**src/rtl/uart_rx_capture.sv**
```systemverilog
// uart_rx_capture: 8N1 UART receiver with a single-entry holding register, frame-error and overrun pulses
`timescale 1ns/1ps
module uart_rx_capture #(
    parameter int CLK_FREQ_HZ = 50000000,
    parameter int BAUD_RATE   = 115200
) (
    input  logic       clk,
    input  logic       rst,
    input  logic       i_rx,
    input  logic       i_ready,
    output logic [7:0] o_data,
    output logic       o_valid,
    output logic       o_frame_err,
    output logic       o_overrun,
    output logic       o_busy
);
    localparam int CPB  = CLK_FREQ_HZ / BAUD_RATE;
    localparam int HALF = CPB / 2;
    localparam int CW   = $clog2(CPB);

    if (CPB < 16) begin : g_cpb_chk
        $error("uart_rx_capture: CLK_FREQ_HZ/BAUD_RATE must be at least 16");
    end

    typedef enum logic [2:0] {IDLE, START, DATA, STOP, BREAK} state_t;

    state_t        state_q, state_d;
    logic [1:0]    sync_q;
    logic          rx_s;
    logic [CW-1:0] cnt_q, cnt_d;
    logic [2:0]    idx_q, idx_d;
    logic [7:0]    shift_q, shift_d;
    logic          done_q, done_d;
    logic [7:0]    data_q, data_d;
    logic          valid_q, valid_d;
    logic          ferr_q, ferr_d;
    logic          ovr_q, ovr_d;
    logic          half_end, bit_end, take;

    assign rx_s     = sync_q[1];
    assign half_end = cnt_q == CW'(HALF - 1);
    assign bit_end  = cnt_q == CW'(CPB - 1);
    // done_q marks a completed byte one cycle after the stop sample; a full register can still be drained that cycle
    assign take     = done_q && (!valid_q || i_ready);

    always_comb begin
        state_d = state_q;
        cnt_d   = cnt_q + CW'(1);
        idx_d   = idx_q;
        shift_d = shift_q;
        done_d  = 1'b0;
        ferr_d  = 1'b0;
        case (state_q)
            IDLE: begin
                cnt_d = '0;
                if (!rx_s) state_d = START;
            end
            START: if (half_end) begin
                cnt_d   = '0;
                idx_d   = '0;
                state_d = rx_s ? IDLE : DATA;
            end
            DATA: if (bit_end) begin
                cnt_d   = '0;
                shift_d = {rx_s, shift_q[7:1]};
                idx_d   = idx_q + 3'd1;
                if (idx_q == 3'd7) state_d = STOP;
            end
            STOP: if (bit_end) begin
                cnt_d   = '0;
                done_d  = rx_s;
                ferr_d  = !rx_s;
                state_d = rx_s ? IDLE : BREAK;
            end
            BREAK: begin
                cnt_d = '0;
                if (rx_s) state_d = IDLE;
            end
            default: state_d = IDLE;
        endcase
        data_d  = take ? shift_q : data_q;
        valid_d = take || (valid_q && !i_ready);
        ovr_d   = done_q && valid_q && !i_ready;
    end

    always_ff @(posedge clk or posedge rst) begin
        if (rst) begin
            state_q <= IDLE;
            sync_q  <= 2'b11;
            cnt_q   <= '0;
            idx_q   <= '0;
            shift_q <= '0;
            done_q  <= 1'b0;
            data_q  <= '0;
            valid_q <= 1'b0;
            ferr_q  <= 1'b0;
            ovr_q   <= 1'b0;
        end else begin
            state_q <= state_d;
            sync_q  <= {sync_q[0], i_rx};
            cnt_q   <= cnt_d;
            idx_q   <= idx_d;
            shift_q <= shift_d;
            done_q  <= done_d;
            data_q  <= data_d;
            valid_q <= valid_d;
            ferr_q  <= ferr_d;
            ovr_q   <= ovr_d;
        end
    end

    assign o_data      = data_q;
    assign o_valid     = valid_q;
    assign o_frame_err = ferr_q;
    assign o_overrun   = ovr_q;
    assign o_busy      = state_q != IDLE;
endmodule

```
**config.mk**
```make
export PLATFORM = sky130hd
export DESIGN_NAME = uart_rx_capture
export DESIGN_NICKNAME = d
export VERILOG_FILES = /design/src/rtl/uart_rx_capture.sv
export SDC_FILE = /design/constraint.sdc
export NUM_CORES = 1
export LEC_CHECK = 0
export CAP_MARGIN = 40
export CORE_MARGIN = 3
export CORE_UTILIZATION = 45
export CTS_CLUSTER_DIAMETER = 30
export DETAILED_ROUTE_END_ITERATION = 12
export HOLD_SLACK_MARGIN = 0.02
export PLACE_DENSITY = 0.65
export SYNTH_ARGS = -nofsm -noshare
export SYNTH_HDL_FRONTEND = slang
export SYNTH_SLANG_ARGS = --single-unit
```
**constraint.sdc**
```tcl
create_clock -name clk -period 2.4 [get_ports clk]
set_input_delay 0.24 -clock clk [delete_from_list [all_inputs] [get_ports clk]]
set_output_delay 0.24 -clock clk [all_outputs]
set_load 0.05 [all_outputs]
```
# Word-level counts from Yosys, hierarchy flattened
# Index checks and enable logic that the tools add are counted.
[word_totals] latch_bits=0 input_bits=4 mem_count=0 ram_bits=0 wordCells=61 register_bits=37 out_inout_bits=12 romBits=0
[classes] mul=0 reduce_logical=17 eq_ne=13 shift=0 n_lt_le_gt_ge=0 n_div=0 n_addsub=2 muxes=19 bitwise=0
[op_table] operator="two-way mux 3 bit" n=9
[op_table] operator="case mux 9 bit (3 select lines)" n=1
[op_table] operator="two-way mux 9 bit" n=2
[op_table] operator="case mux 3 bit (5 select lines)" n=1
[op_table] operator="inequality test 2 bit (second input constant)" n=6
[op_table] operator="adder 9 x 1 -> 9 bit (second input constant)" n=1
[op_table] operator="== test 9 x 8 -> 1 bit (second input constant)" n=1
[op_table] operator="== test 9 bit (second input constant)" n=1
[op_table] operator="== test 3 x 2 -> 1 bit (second input constant)" n=2
[op_table] operator="== test 3 bit (second input constant)" n=2
[op_table] operator="case mux 3 bit (2 select lines)" n=1
[op_table] operator="AND reduction 6 bit" n=1
[op_table] operator="logical AND 1 bit" n=4
[op_table] operator="two-way mux 1 bit" n=4
[op_table] operator="OR reduction 2 bit" n=2
[op_table] operator="adder 3 x 1 -> 3 bit (second input constant)" n=1
[op_table] operator="== test 3 x 1 -> 1 bit (second input constant)" n=1
[op_table] operator="zero test 1 bit" n=3
[op_table] operator="zero test 3 bit" n=1
[op_table] operator="AND reduction 3 bit" n=1
[op_table] operator="nonzero test 3 bit" n=1
[op_table] operator="logical OR 1 bit" n=2
[op_table] operator="two-way mux 2 bit" n=1
[op_table] operator="AND reduction 2 bit" n=1
[op_table] operator="nonzero test 2 bit" n=1

# Logic depth before layout (Yosys ltp)
# Gate-level depths: netlist of run 1.
[logic_depth] word_depth=4 ltp_mapped=7 mapped_depth_nobuf=6

# Worst setup path before layout of run 1
# No wires, ideal clock.
[synth_path] kind="reg-to-reg" start="reg cnt_q[0]" end="reg idx_q[1]" path_buffers=0 setup_slack_ns=0.654 setup_ns=0.121 t_arrival_ns=1.625 synth_period_minus_slack_ns=1.746 t_required_ns=2.279 path_stages_with_launch=7 path_cell_list="dfrtp_1 inv_1 ha_1 or4bb_1 or3_4 and2_4 a22o_1"
[synth_between] elab_chain_len=3 word_cells_on_any_way=5 classes_between="eq/ne: 4; reduce/logical: 1"
[synth_lines] item="from (decl)" line_no="30" rtl="logic [CW-1:0] cnt_q, cnt_d;"
[synth_lines] item="from (signal assigned)" line_no="101" rtl="cnt_q <= cnt_d;"
[synth_lines] item="== test 9 bit / == test 9 x 8 -> 1 bit (equally long branches)" line_no="42, 41"
[synth_lines] item="inequality test 2 bit (no source line)"
[synth_lines] item="AND reduction 3 bit (no source line) (*)"
[synth_lines] item="to (signal assigned)" line_no="102" rtl="idx_q <= idx_d;"
[synth_lines] item="to (decl)" line_no="31" rtl="logic [2:0] idx_q, idx_d;"
# Every way passes the cells marked *; elsewhere a longest branch is shown, timed or not.
# A chain may end at the register's enable or synchronous reset.

# Worst setup path in the final report of run 1
[layout_path] start="reg state_q[0]" end="out o_busy"
[layout_between] elab_chain_len=1
[layout_lines] item="from (decl)" line_no="27" rtl="state_t state_q, state_d;"
[layout_lines] item="from (signal assigned)" line_no="99" rtl="state_q <= state_d;"
[layout_lines] item="nonzero test 3 bit" line_no="116" rtl="assign o_busy = state_q != IDLE;"
[layout_lines] item="to (decl)" line_no="15" rtl="output logic o_busy"
# No other way between the ends.

==> reports/results.md, run 1 <==
* outcome: complete, no violations
* slack of the worst reg-to-reg path: 570 ps
* min Tclk post-route: 2210 ps
* clock tree from TritonCTS: yes
* path type of the worst setup path: flop to output port
* Synth warnings: 0
* number of I/O pins: 16
* Final Cycle Share: 92.2%
* 1st-iter DRT viols: 45
* DRC viols: 0
* Final setup viols: 0
* pre-CTS setup slack: 555 ps
* nets in the synthesized netlist: 153
* Final Max Slew Viols: 0
* Setup WS post-layout: 188 ps
* Die Wd: 65.7 um
* count of antenna-violating nets left after detailed routing: 0
* part of the total power dissipated in combinational logic: 1.6%
* leading register cell type out of synthesis: sky130_fd_sc_hd__dfrtp_1
* synth unique cells: 34
* largest net degree at the start of global routing: 38
* net switching power figure: 0.218 mW
* leakage power summed over all cells: 0.914 nW
* leading cell type in the layout, fill and taps excluded: sky130_fd_sc_hd__dfrtp_1
* maximum clock insertion buffer count: 2
* buffer count from post-CTS setup fixing: 0
* power share of the clock group: 44.9%
* total die area: 4310 sq um
* length in cells of the worst reg-to-reg path: 6
* Post-Syn Area: 1600 sq um
* placeable core region: 3390 sq um
* worst vdd rail ir drop: 0.531 mV
* Num CTS Buffers: 5
* maximum operating frequency: 0.452 GHz
* Switching Fraction: 18.6%
* total of max-cap violations: 0
* cell area power density: 615 nW/um^2
* multi-input gate area in the final layout: 633 sq um
* Worst slew margin: 66.4%
* internal power: 0.955 mW
* root cell of the clock tree: sky130_fd_sc_hd__clkbuf_4
* r2r endpoint: idx_q[2]$_DFFE_PP0P_
* H-tree levels: 2
* clock slew seen by the registers of the worst setup and hold paths: 110 ps
* register area: 928 sq um
* antenna diode count: 0
* number of failing hold endpoints at the final stage: 0
* worst-case hold slack: 285 ps
* Resized cells post-CTS: 0
* Fin Setup TNS: 0 ps
* global-route wire length before repair: 4710 um
* placed inst area: 1800 sq um
* vias in the first global route: 1069
* crit start category: flop
* height of the die: 65.7 um
* origin of the critical flop-to-flop path: cnt_q[0]$_DFF_PP0_
* routability congestion estimate: 0.787
* RSZ-0062 raised after global routing: no
* Via-to-Cell Ratio: 5.02
* critical path required time: 2160 ps
* data arrival time of the critical path: 1970 ps
* total track usage: 14.5%
* Non-Filler Cell Area, Final: 1910 sq um
* synthesis-stage register bit count: 37
* detailed-placement wirelength estimate: 1820 um
* post-synthesis instance total: 144
* CTS sink cnt: 37
* path type of the worst min-delay path: input pin to asynchronous set/reset pin
* crit path max fanout: 8
* count of hold buffers inserted by post-cts repair: 0
* final cell utilization of the core: 56.2%
* via count of the routed design: 1065
* final worst clock skew: 7.79 ps
* highest-count cells in the layout ignoring fill and taps: 35 x sky130_fd_sc_hd__dfrtp_1, 26 x sky130_fd_sc_hd__nand2_1, 17 x sky130_fd_sc_hd__nor2_1, 15 x sky130_fd_sc_hd__clkdlybuf4s50_1, 9 x sky130_fd_sc_hd__mux2_2
* total congestion overflow: 0
* post-detailed-route wirelength per cell: 12.2 um
* Placement Rows: 21
* nets: 174
* fraction of synthesis flops using an asynchronous set or reset pin: 100%
* effective utilization at floorplan: 47.3%
* Worst-Skew Late Latency: 340 ps
* Initial DRT Pass Iterations: 4
* wire length reported by the detailed router: 2590 um
* proportion of power drawn by flip-flops and latches: 53.5%
* mean cell area of the mapped netlist: 11.1 sq um
* worst slew pin tran: 502 ps
* number of fillers in the final layout: 288
* fraction of layout instances using a drive strength above 1: 16.9%
* antenna violations before repair: 0
* synthesis-to-finish area growth: 18.9%
* port bufs: 15
* critical path endpoint category: output port
* Post-synth EDFFs: 0
* register area share after synthesis: 57.9%
## critical path, stage by stage, from the launching register on
cell and delay (ps):
sky130_fd_sc_hd__dfrtp_1 450, sky130_fd_sc_hd__or3_2 480, sky130_fd_sc_hd__clkdlybuf4s50_1 710
## state kept, by name (all words and copies together), names as in the netlist
| register | count |
|---|---|
| idx_q | 3 |
| o_frame_err | 1 |
| o_data | 8 |
| o_valid | 1 |
| cnt_q | 9 |
| done_q | 1 |
| o_overrun | 1 |
| shift_q | 8 |
| sync_q | 2 |
| state_q | 3 |
## cell type report
| cell class | count | area share (%) |
|---|---|---|
| clock inverter | 3 | 3.41 |
| clock buffer | 5 | 1.97 |
| inverter | 5 | 0.985 |
| multi-input combinational | 99 | 33.2 |
| sequential | 37 | 48.7 |
| timing repair buffer | 17 | 8.67 |
| tap | 46 | 3.02 |
## logic make-up after synthesis
| group | synth area share [%] |
|---|---|
| AND/OR/NAND/NOR | 21.3 |
| XOR/XNOR | 3.83 |
| buffers and inverters | 2.58 |
| multiplexers | 6.32 |
| AO/OA/AOI/OAI | 4.14 |
| flip-flops | 57.9 |
| adder cells (fa/ha/maj) | 3.90 |
## power groups by stage
stage	sequential [mW]	combinational [mW]	clock [mW]
after global routing	0.628	0.0221	0.568
after detailed placement	0.640	0.0201	0
after CTS	0.628	0.0202	0.542
after floorplan	0.639	0.0106	0
after global placement	0.640	0.0196	0
final	0.628	0.0190	0.526
## per-layer routing
layer,track usage [%],wire length [um],vias to the layer above
met2,24.9,1290,15
li1,-,-,521
met3,5.13,100,4
met5,0,0,-
met1,16.7,1160,525
met4,4.66,38,0
## how the worst max path moves through the flow
stage                                      end  depth (start not counted)              startpoint
after global placement                  o_busy                          2  state_q[0]$_DFFE_PP0P_
after floorplan           idx_q[1]$_DFFE_PP0P_                          6      cnt_q[0]$_DFF_PP0_
after CTS                               o_busy                          2  state_q[0]$_DFFE_PP0P_
final                                   o_busy                          2  state_q[0]$_DFFE_PP0P_
after global routing                    o_busy                          2  state_q[0]$_DFFE_PP0P_
after detailed placement                o_busy                          2  state_q[0]$_DFFE_PP0P_
## Yosys cell counts (2+ instances only)
cell | instances | share of area (%)
sky130_fd_sc_hd__dfrtp_1 | 35 | 55
sky130_fd_sc_hd__nand2_1 | 26 | 6.1
sky130_fd_sc_hd__nor2_1 | 17 | 4.0
sky130_fd_sc_hd__mux2_2 | 9 | 6.3
sky130_fd_sc_hd__nand3_1 | 6 | 1.9
sky130_fd_sc_hd__ha_1 | 5 | 3.9
sky130_fd_sc_hd__inv_1 | 5 | 1.2
sky130_fd_sc_hd__xnor2_1 | 4 | 2.2
sky130_fd_sc_hd__nand2b_1 | 3 | 1.2
sky130_fd_sc_hd__o21ai_0 | 3 | 0.94
sky130_fd_sc_hd__xor2_1 | 3 | 1.6
sky130_fd_sc_hd__a21oi_1 | 2 | 0.62
sky130_fd_sc_hd__a22o_1 | 2 | 1.1
sky130_fd_sc_hd__and3_1 | 2 | 0.78
sky130_fd_sc_hd__dfstp_2 | 2 | 3.3
sky130_fd_sc_hd__o22ai_1 | 2 | 0.78
## stage by stage
stage | cells | power [mW]
final | 212 | 1.17
after global routing | 212 | 1.22
after CTS | 212 | 1.19
after detailed placement | 204 | 0.660
after global placement | 204 | 0.659
after floorplan | 144 | 0.650
Note: power is estimated with default switching activity, not from simulation.
==> run 2: changes to the inputs <==
- CORE_ASPECT_RATIO: unset -> 0.5
- CORE_MARGIN: 3 -> 5
- SKIP_LAST_GASP: unset -> 1
==> run 2 against run 1 <==
Effect of this change:
- cell area increased by 1.2%
- utilization is essentially flat
- cell count grew 2.4%
- combinational power about the same
- global-route usage fell by 0.87 points
- hold slack better by 74 ps
- power up 2.4%
- maximum frequency rose by 3.1%
- non-clock buffer count is the same
- die area up 14%
- highest routed layer unchanged
==> reports/results.md, run 2 (same netlist as run 1, synthesis figures left out) <==
* Final Max Slew Viols: 0, unchanged
* total congestion overflow: 0, unchanged
* root cell of the clock tree: sky130_fd_sc_hd__clkbuf_8
* internal power: 0.970 mW, +1.6%
* total die area: 4930 sq um, +14%
* path type of the worst setup path: flop to output port
* net switching power figure: 0.231 mW, +6.0%
* path type of the worst min-delay path: input pin to asynchronous set/reset pin
* port bufs: 15, unchanged
* cell area power density: 622 nW/um^2, +1.2%
* critical path endpoint category: output port
* largest net degree at the start of global routing: 38, unchanged
* number of stages on the worst setup path: 2, unchanged
* global-route wire length before repair: 5040 um, +7.1%
* Slowest cell on crit path: sky130_fd_sc_hd__clkdlybuf4s50_1
* fraction of layout instances using a drive strength above 1: 16.9%, unchanged
* Final Cycle Share: 89.4%, -2.8 points
* PnR Total Power: 1.20 mW, +2.4%
* vias in the first global route: 1107, +3.6%
* wire length reported by the detailed router: 2730 um, +5.4%
* Setup WS post-layout: 256 ps, +67.2 ps
* post-detailed-route wirelength per cell: 12.6 um, +3.0%
* slack of the worst reg-to-reg path: 570 ps, about the same
* total of max-cap violations: 0, unchanged
* count of antenna-violating nets left after detailed routing: 0, unchanged
* min Tclk post-route: 2140 ps, -67.2 ps
* worst-case hold slack: 359 ps, +74.2 ps
* placeable core region: 3430 sq um, +1.3%
* leakage power summed over all cells: 0.916 nW, +0.24%
* number of flip-flops under the largest register name: 9, unchanged
* cell family contributing the most delay on the critical path: buffers and inverters
* count of hold buffers inserted by post-cts repair: 0, unchanged
* highest-count cells in the layout ignoring fill and taps: 35 x sky130_fd_sc_hd__dfrtp_1, 26 x sky130_fd_sc_hd__nand2_1, 17 x sky130_fd_sc_hd__nor2_1, 15 x sky130_fd_sc_hd__clkdlybuf4s50_1, 9 x sky130_fd_sc_hd__mux2_2
* height of the die: 52.2 um, -21%
* Buffers & Inverters on Critical Path: 1, unchanged
* antenna diode count: 0, unchanged
* crit path max fanout: 8, unchanged
* clock slew seen by the registers of the worst setup and hold paths: 70 ps, -40 ps
* Worst slew margin: 66.1%, -0.34 points
* origin of the critical flop-to-flop path: cnt_q[0]$_DFF_PP0_
* cell chain of the critical path: or3_2 > clkdlybuf4s50_1
* part of the total power dissipated in combinational logic: 1.6%, about the same
* worst vdd rail ir drop: 0.210 mV, -60%
* clock tree from TritonCTS: yes
* outcome: complete, no violations
* Die Wd: 94.4 um, +44%
* detailed-placement wirelength estimate: 1940 um, +6.6%
* Placement Rows: 15, -29%
* Final setup viols: 0, unchanged
* leading cell type in the layout, fill and taps excluded: sky130_fd_sc_hd__dfrtp_1
* number of I/O pins: 16, unchanged
* 1st-iter DRT viols: 46, +2.2%
* critical path required time: 2160 ps, about the same
* antenna violations before repair: 0, unchanged
* number of failing hold endpoints at the final stage: 0, unchanged
* maximum clock insertion buffer count: 2, unchanged
* Initial DRT Pass Iterations: 4, unchanged
* length in cells of the worst reg-to-reg path: 6, unchanged
* Worst-Skew Late Latency: 280 ps, -60 ps
* Switching Fraction: 19.2%, +0.65 points
* register bank with the most flops: cnt_q
* DRC viols: 0, unchanged
* total track usage: 13.6%, -0.87 points
* Resized cells post-CTS: 0, unchanged
* peak per-stage delay on the critical path: 710 ps, about the same
* crit start category: flop
* power share of the clock group: 46.1%, +1.2 points
* buffer count from post-CTS setup fixing: 0, unchanged
* Via-to-Cell Ratio: 4.88, -2.9%
* via count of the routed design: 1059, -0.56%
* maximum operating frequency: 0.466 GHz, +3.1%
* H-tree levels: 2, unchanged
* synthesis-to-finish area growth: 20.4%
* Num CTS Buffers: 5, unchanged
* data arrival time of the critical path: 1900 ps, -70 ps
* effective utilization at floorplan: 46.7%, -0.62 points
* pre-CTS setup slack: 551 ps, -4.69 ps
* CTS sink cnt: 37, unchanged
* nets: 174, unchanged
* Fin Setup TNS: 0 ps, unchanged
* routability congestion estimate: 0.764, -2.9%
* final worst clock skew: 4.13 ps, -3.66 ps
* proportion of power drawn by flip-flops and latches: 52.3%, -1.2 points
* r2r endpoint: idx_q[2]$_DFFE_PP0P_
* worst slew pin tran: 507 ps, +5.04 ps
* RSZ-0062 raised after global routing: no
## run 2: stage by stage
step,instance area [sq um],utilization [%],std cells
2_1_floorplan,1600,-,144
3_3_place_gp,1810,52.7,209
3_5_place_dp,1810,52.7,209
4_1_cts,1930,56.2,217
5_1_grt,1930,56.2,217
6_report,1930,56.2,217
## run 2: layout make-up
cell class                 instances  area, sq um
clock buffer                       6         82.6
clock inverter                     2         37.5
fill                             317         1510
inverter                           5         18.8
multi-input combinational         99          633
sequential                        37          928
tap                               51         63.8
timing repair buffer              17          165
## run 2: worst max-delay path by stage
stage,startpoint,endpoint,slack (ps)
4_1_cts,state_q[0]$_DFFE_PP0P_,o_busy,240
2_1_floorplan,cnt_q[0]$_DFF_PP0_,idx_q[1]$_DFFE_PP0P_,650
5_1_grt,state_q[0]$_DFFE_PP0P_,o_busy,190
3_5_place_dp,state_q[0]$_DFFE_PP0P_,o_busy,550
3_3_place_gp,state_q[0]$_DFFE_PP0P_,o_busy,570
6_report,state_q[0]$_DFFE_PP0P_,o_busy,260
## run 2: worst reg2reg max path: cells and delay by family (launching register included)
family / cells / cell delay [ps]
buf+inv: 1 / 80
compound gates: 1 / 170
flops: 1 / 430
simple gates: 3 / 920
fa+ha+maj: 1 / 130
## run 2: power by group through the flow
| stage | Clock (mW) | Sequential (mW) | Combinational, mW |
|---|---|---|---|
| after floorplan | 0 | 0.639 | 0.0106 |
| after global placement | 0 | 0.640 | 0.0199 |
| after detailed placement | 0 | 0.640 | 0.0203 |
| after CTS | 0.572 | 0.627 | 0.0204 |
| after global routing | 0.604 | 0.628 | 0.0228 |
| final | 0.554 | 0.628 | 0.0192 |
## run 2: layer usage
layer	GRT usage (%)	up-vias	part of all wire [%]
li1	-	523	-
met1	16.4	513	45
met2	23.1	17	48
met3	4.45	6	5.1
met4	5.04	0	1.5
met5	0	-	0
==> run 3: changes to the inputs <==
- CORE_MARGIN: 5 -> unset
- PLACE_DENSITY: 0.65 -> 0.74
==> run 3 against run 2 <==
Effect of this change:
- sequential power about the same
- via count fell by 0.28%
- register-to-register slack improved by 20 ps
- critical endpoint unchanged
- largest cell class unchanged
==> reports/results.md, run 3 (same netlist as run 1, synthesis figures left out) <==
* root cell of the clock tree: sky130_fd_sc_hd__clkbuf_8
* number of failing hold endpoints at the final stage: 0, unchanged
* internal power: 0.935 mW, -3.6%
* CTS sink cnt: 37, unchanged
* met3 layer usage reported by global route: 5.60%, +1.1 points
* Slowest cell on crit path: sky130_fd_sc_hd__clkdlybuf4s50_1
* synthesis-to-finish area growth: 19.6%
* final worst clock skew: 4.15 ps, +0.0146 ps
* number of flip-flops under the largest register name: 9, unchanged
* Initial DRT Pass Iterations: 4, unchanged
* fraction of layout instances using a drive strength above 1: 16.9%, unchanged
* cell chain of the critical path: or3_2 > clkdlybuf4s50_1
* height of the die: 44.2 um, -15%
* Placed Instances: 207, -0.96%
* effective utilization at floorplan: 50.3%, +3.6 points
* Die Wd: 86.4 um, -8.5%
* crit start category: flop
* clock slew seen by the registers of the worst setup and hold paths: 70 ps, about the same
* global-route wire length before repair: 4340 um, -14%
* Switching Fraction: 19.3%, +0.066 points
* path type of the worst setup path: flop to output port
* most used routing layer: met2
* vias in the first global route: 970, -12%
* GR Util met1: 20.4%, +3.9 points
* number of fillers in the final layout: 266, -16%
* largest net degree at the start of global routing: 17, -55%
* maximum operating frequency: 0.466 GHz, about the same
* Num CTS Buffers: 5, unchanged
* total die area: 3820 sq um, -23%
* critical path endpoint category: output port
* min Tclk post-route: 2140 ps, -0.253 ps
* final cell utilization of the core: 60.1%, +4.0 points
* crit path max fanout: 8, unchanged
* via count of the routed design: 1056, -0.28%
* Worst-Skew Late Latency: 290 ps, about the same
* Final Cycle Share: 89.3%, about the same
* total congestion overflow: 0, unchanged
* detailed-placement wirelength estimate: 1800 um, -7.5%
* buffer count from post-CTS setup fixing: 0, unchanged
* number of I/O pins: 16, unchanged
* data arrival time of the critical path: 1900 ps, about the same
* 1st-iter DRT viols: 34, -26%
* nets: 175, +0.57%
* Via-to-Cell Ratio: 4.93, +1.1%
* antenna violations before repair: 0, unchanged
* port bufs: 15, unchanged
* count of antenna-violating nets left after detailed routing: 0, unchanged
* start point of the critical path: state_q[0]$_DFFE_PP0P_
* peak per-stage delay on the critical path: 710 ps, about the same
* cell area power density: 605 nW/um^2, -2.9%
* DRC viols: 0, unchanged
* H-tree levels: 2, unchanged
* RSZ-0062 raised after global routing: no
* routability congestion estimate: 0.816, +6.8%
* proportion of power drawn by flip-flops and latches: 54.2%, +1.9 points
* power share of the clock group: 44.0%, -2.1 points
* Final setup viols: 0, unchanged
* Final Max Slew Viols: 0, unchanged
* leading cell type in the layout, fill and taps excluded: sky130_fd_sc_hd__dfrtp_1
* leakage power summed over all cells: 0.918 nW, +0.15%
* clock tree from TritonCTS: yes
* worst slew pin tran: 566 ps, +58.4 ps
* path type of the worst min-delay path: input pin to asynchronous set/reset pin
* outcome: complete, no violations
* count of hold buffers inserted by post-cts repair: 0, unchanged
* worst vdd rail ir drop: 0.197 mV, -6.2%
* placeable core region: 3190 sq um, -7.2%
* register bank with the most flops: cnt_q
* critical path required time: 2160 ps, about the same
* antenna diode count: 0, unchanged
* Resized cells post-CTS: 0, unchanged
* part of the total power dissipated in combinational logic: 1.8%, +0.2 points
* Fin Setup TNS: 0 ps, unchanged
* origin of the critical flop-to-flop path: cnt_q[0]$_DFF_PP0_
* maximum clock insertion buffer count: 2, unchanged
* total of max-cap violations: 0, unchanged
* wire length reported by the detailed router: 2530 um, -7.5%
* Placement Rows: 14, -1
* net switching power figure: 0.224 mW, -3.2%
* global-route track usage on met2: 24.4%, +1.3 points
* total track usage: 16.4%, +2.7 points
* highest-count cells in the layout ignoring fill and taps: 35 x sky130_fd_sc_hd__dfrtp_1, 26 x sky130_fd_sc_hd__nand2_1, 17 x sky130_fd_sc_hd__nor2_1, 15 x sky130_fd_sc_hd__clkdlybuf4s50_1, 9 x sky130_fd_sc_hd__mux2_2
* post-detailed-route wirelength per cell: 11.8 um, -6.2%
* post-layout instance count excluding filler cells: 214, -1.4%
* Worst slew margin: 62.2%, -3.8 points
[run 3: metrics by stage]
stage | hold WS, ps | power [mW] | worst slack (ps) | area [sq um]
after CTS | 325 | 1.17 | 242 | 1920
after detailed placement | 347 | 0.661 | 561 | 1810
after global routing | 366 | 1.20 | 211 | 1920
after floorplan | 244 | 0.650 | 654 | 1600
final | 312 | 1.16 | 256 | 1920
after global placement | 347 | 0.661 | 569 | 1810
[run 3: layout make-up]
type,count,area [sq um],area share (%)
inverter,5,18.8,0.979
multi-input combinational,99,633,33.0
sequential,37,928,48.4
tap,48,60.1,3.13
clock inverter,2,35.0,1.83
timing repair buffer,18,173,9.01
clock buffer,5,68.8,3.59
[run 3: worst max-delay path: cells and delay by family, from the launching register on]
kind,cells,cell delay [ps]
flops,1,430
simple gates,1,480
buf+inv,1,710
[run 3: routing by layer]
layer	routed length (um)	part of all wire, %
met1	1210	48
met2	1110	44
met3	131	5.2
met4	76	3.0
met5	0	0
[run 3: power by group through the flow]
| stage | sequential [mW] | clock (mW) | combinational, mW |
|---|---|---|---|
| floorplan | 0.639 | 0 | 0.0106 |
| finish | 0.628 | 0.510 | 0.0206 |
| detailed placement | 0.639 | 0 | 0.0215 |
| global placement | 0.640 | 0 | 0.0210 |
| CTS | 0.628 | 0.524 | 0.0216 |
| global route | 0.628 | 0.545 | 0.0243 |
[run 3: path summary, 6_finish.rpt]
path / cells after the start / slack, ps / end
max: 2 / 260 / o_busy
min: 2 / 310 / done_q$_DFF_PP0_
max reg2reg: 6 / 590 / idx_q[2]$_DFFE_PP0P_
min reg2reg: 0 / 360 / sync_q[1]$_DFF_PP1_
max in group asynchronous: 3 / 1450 / sync_q[0]$_DFF_PP1_
min in group clk: 0 / 360 / sync_q[1]$_DFF_PP1_
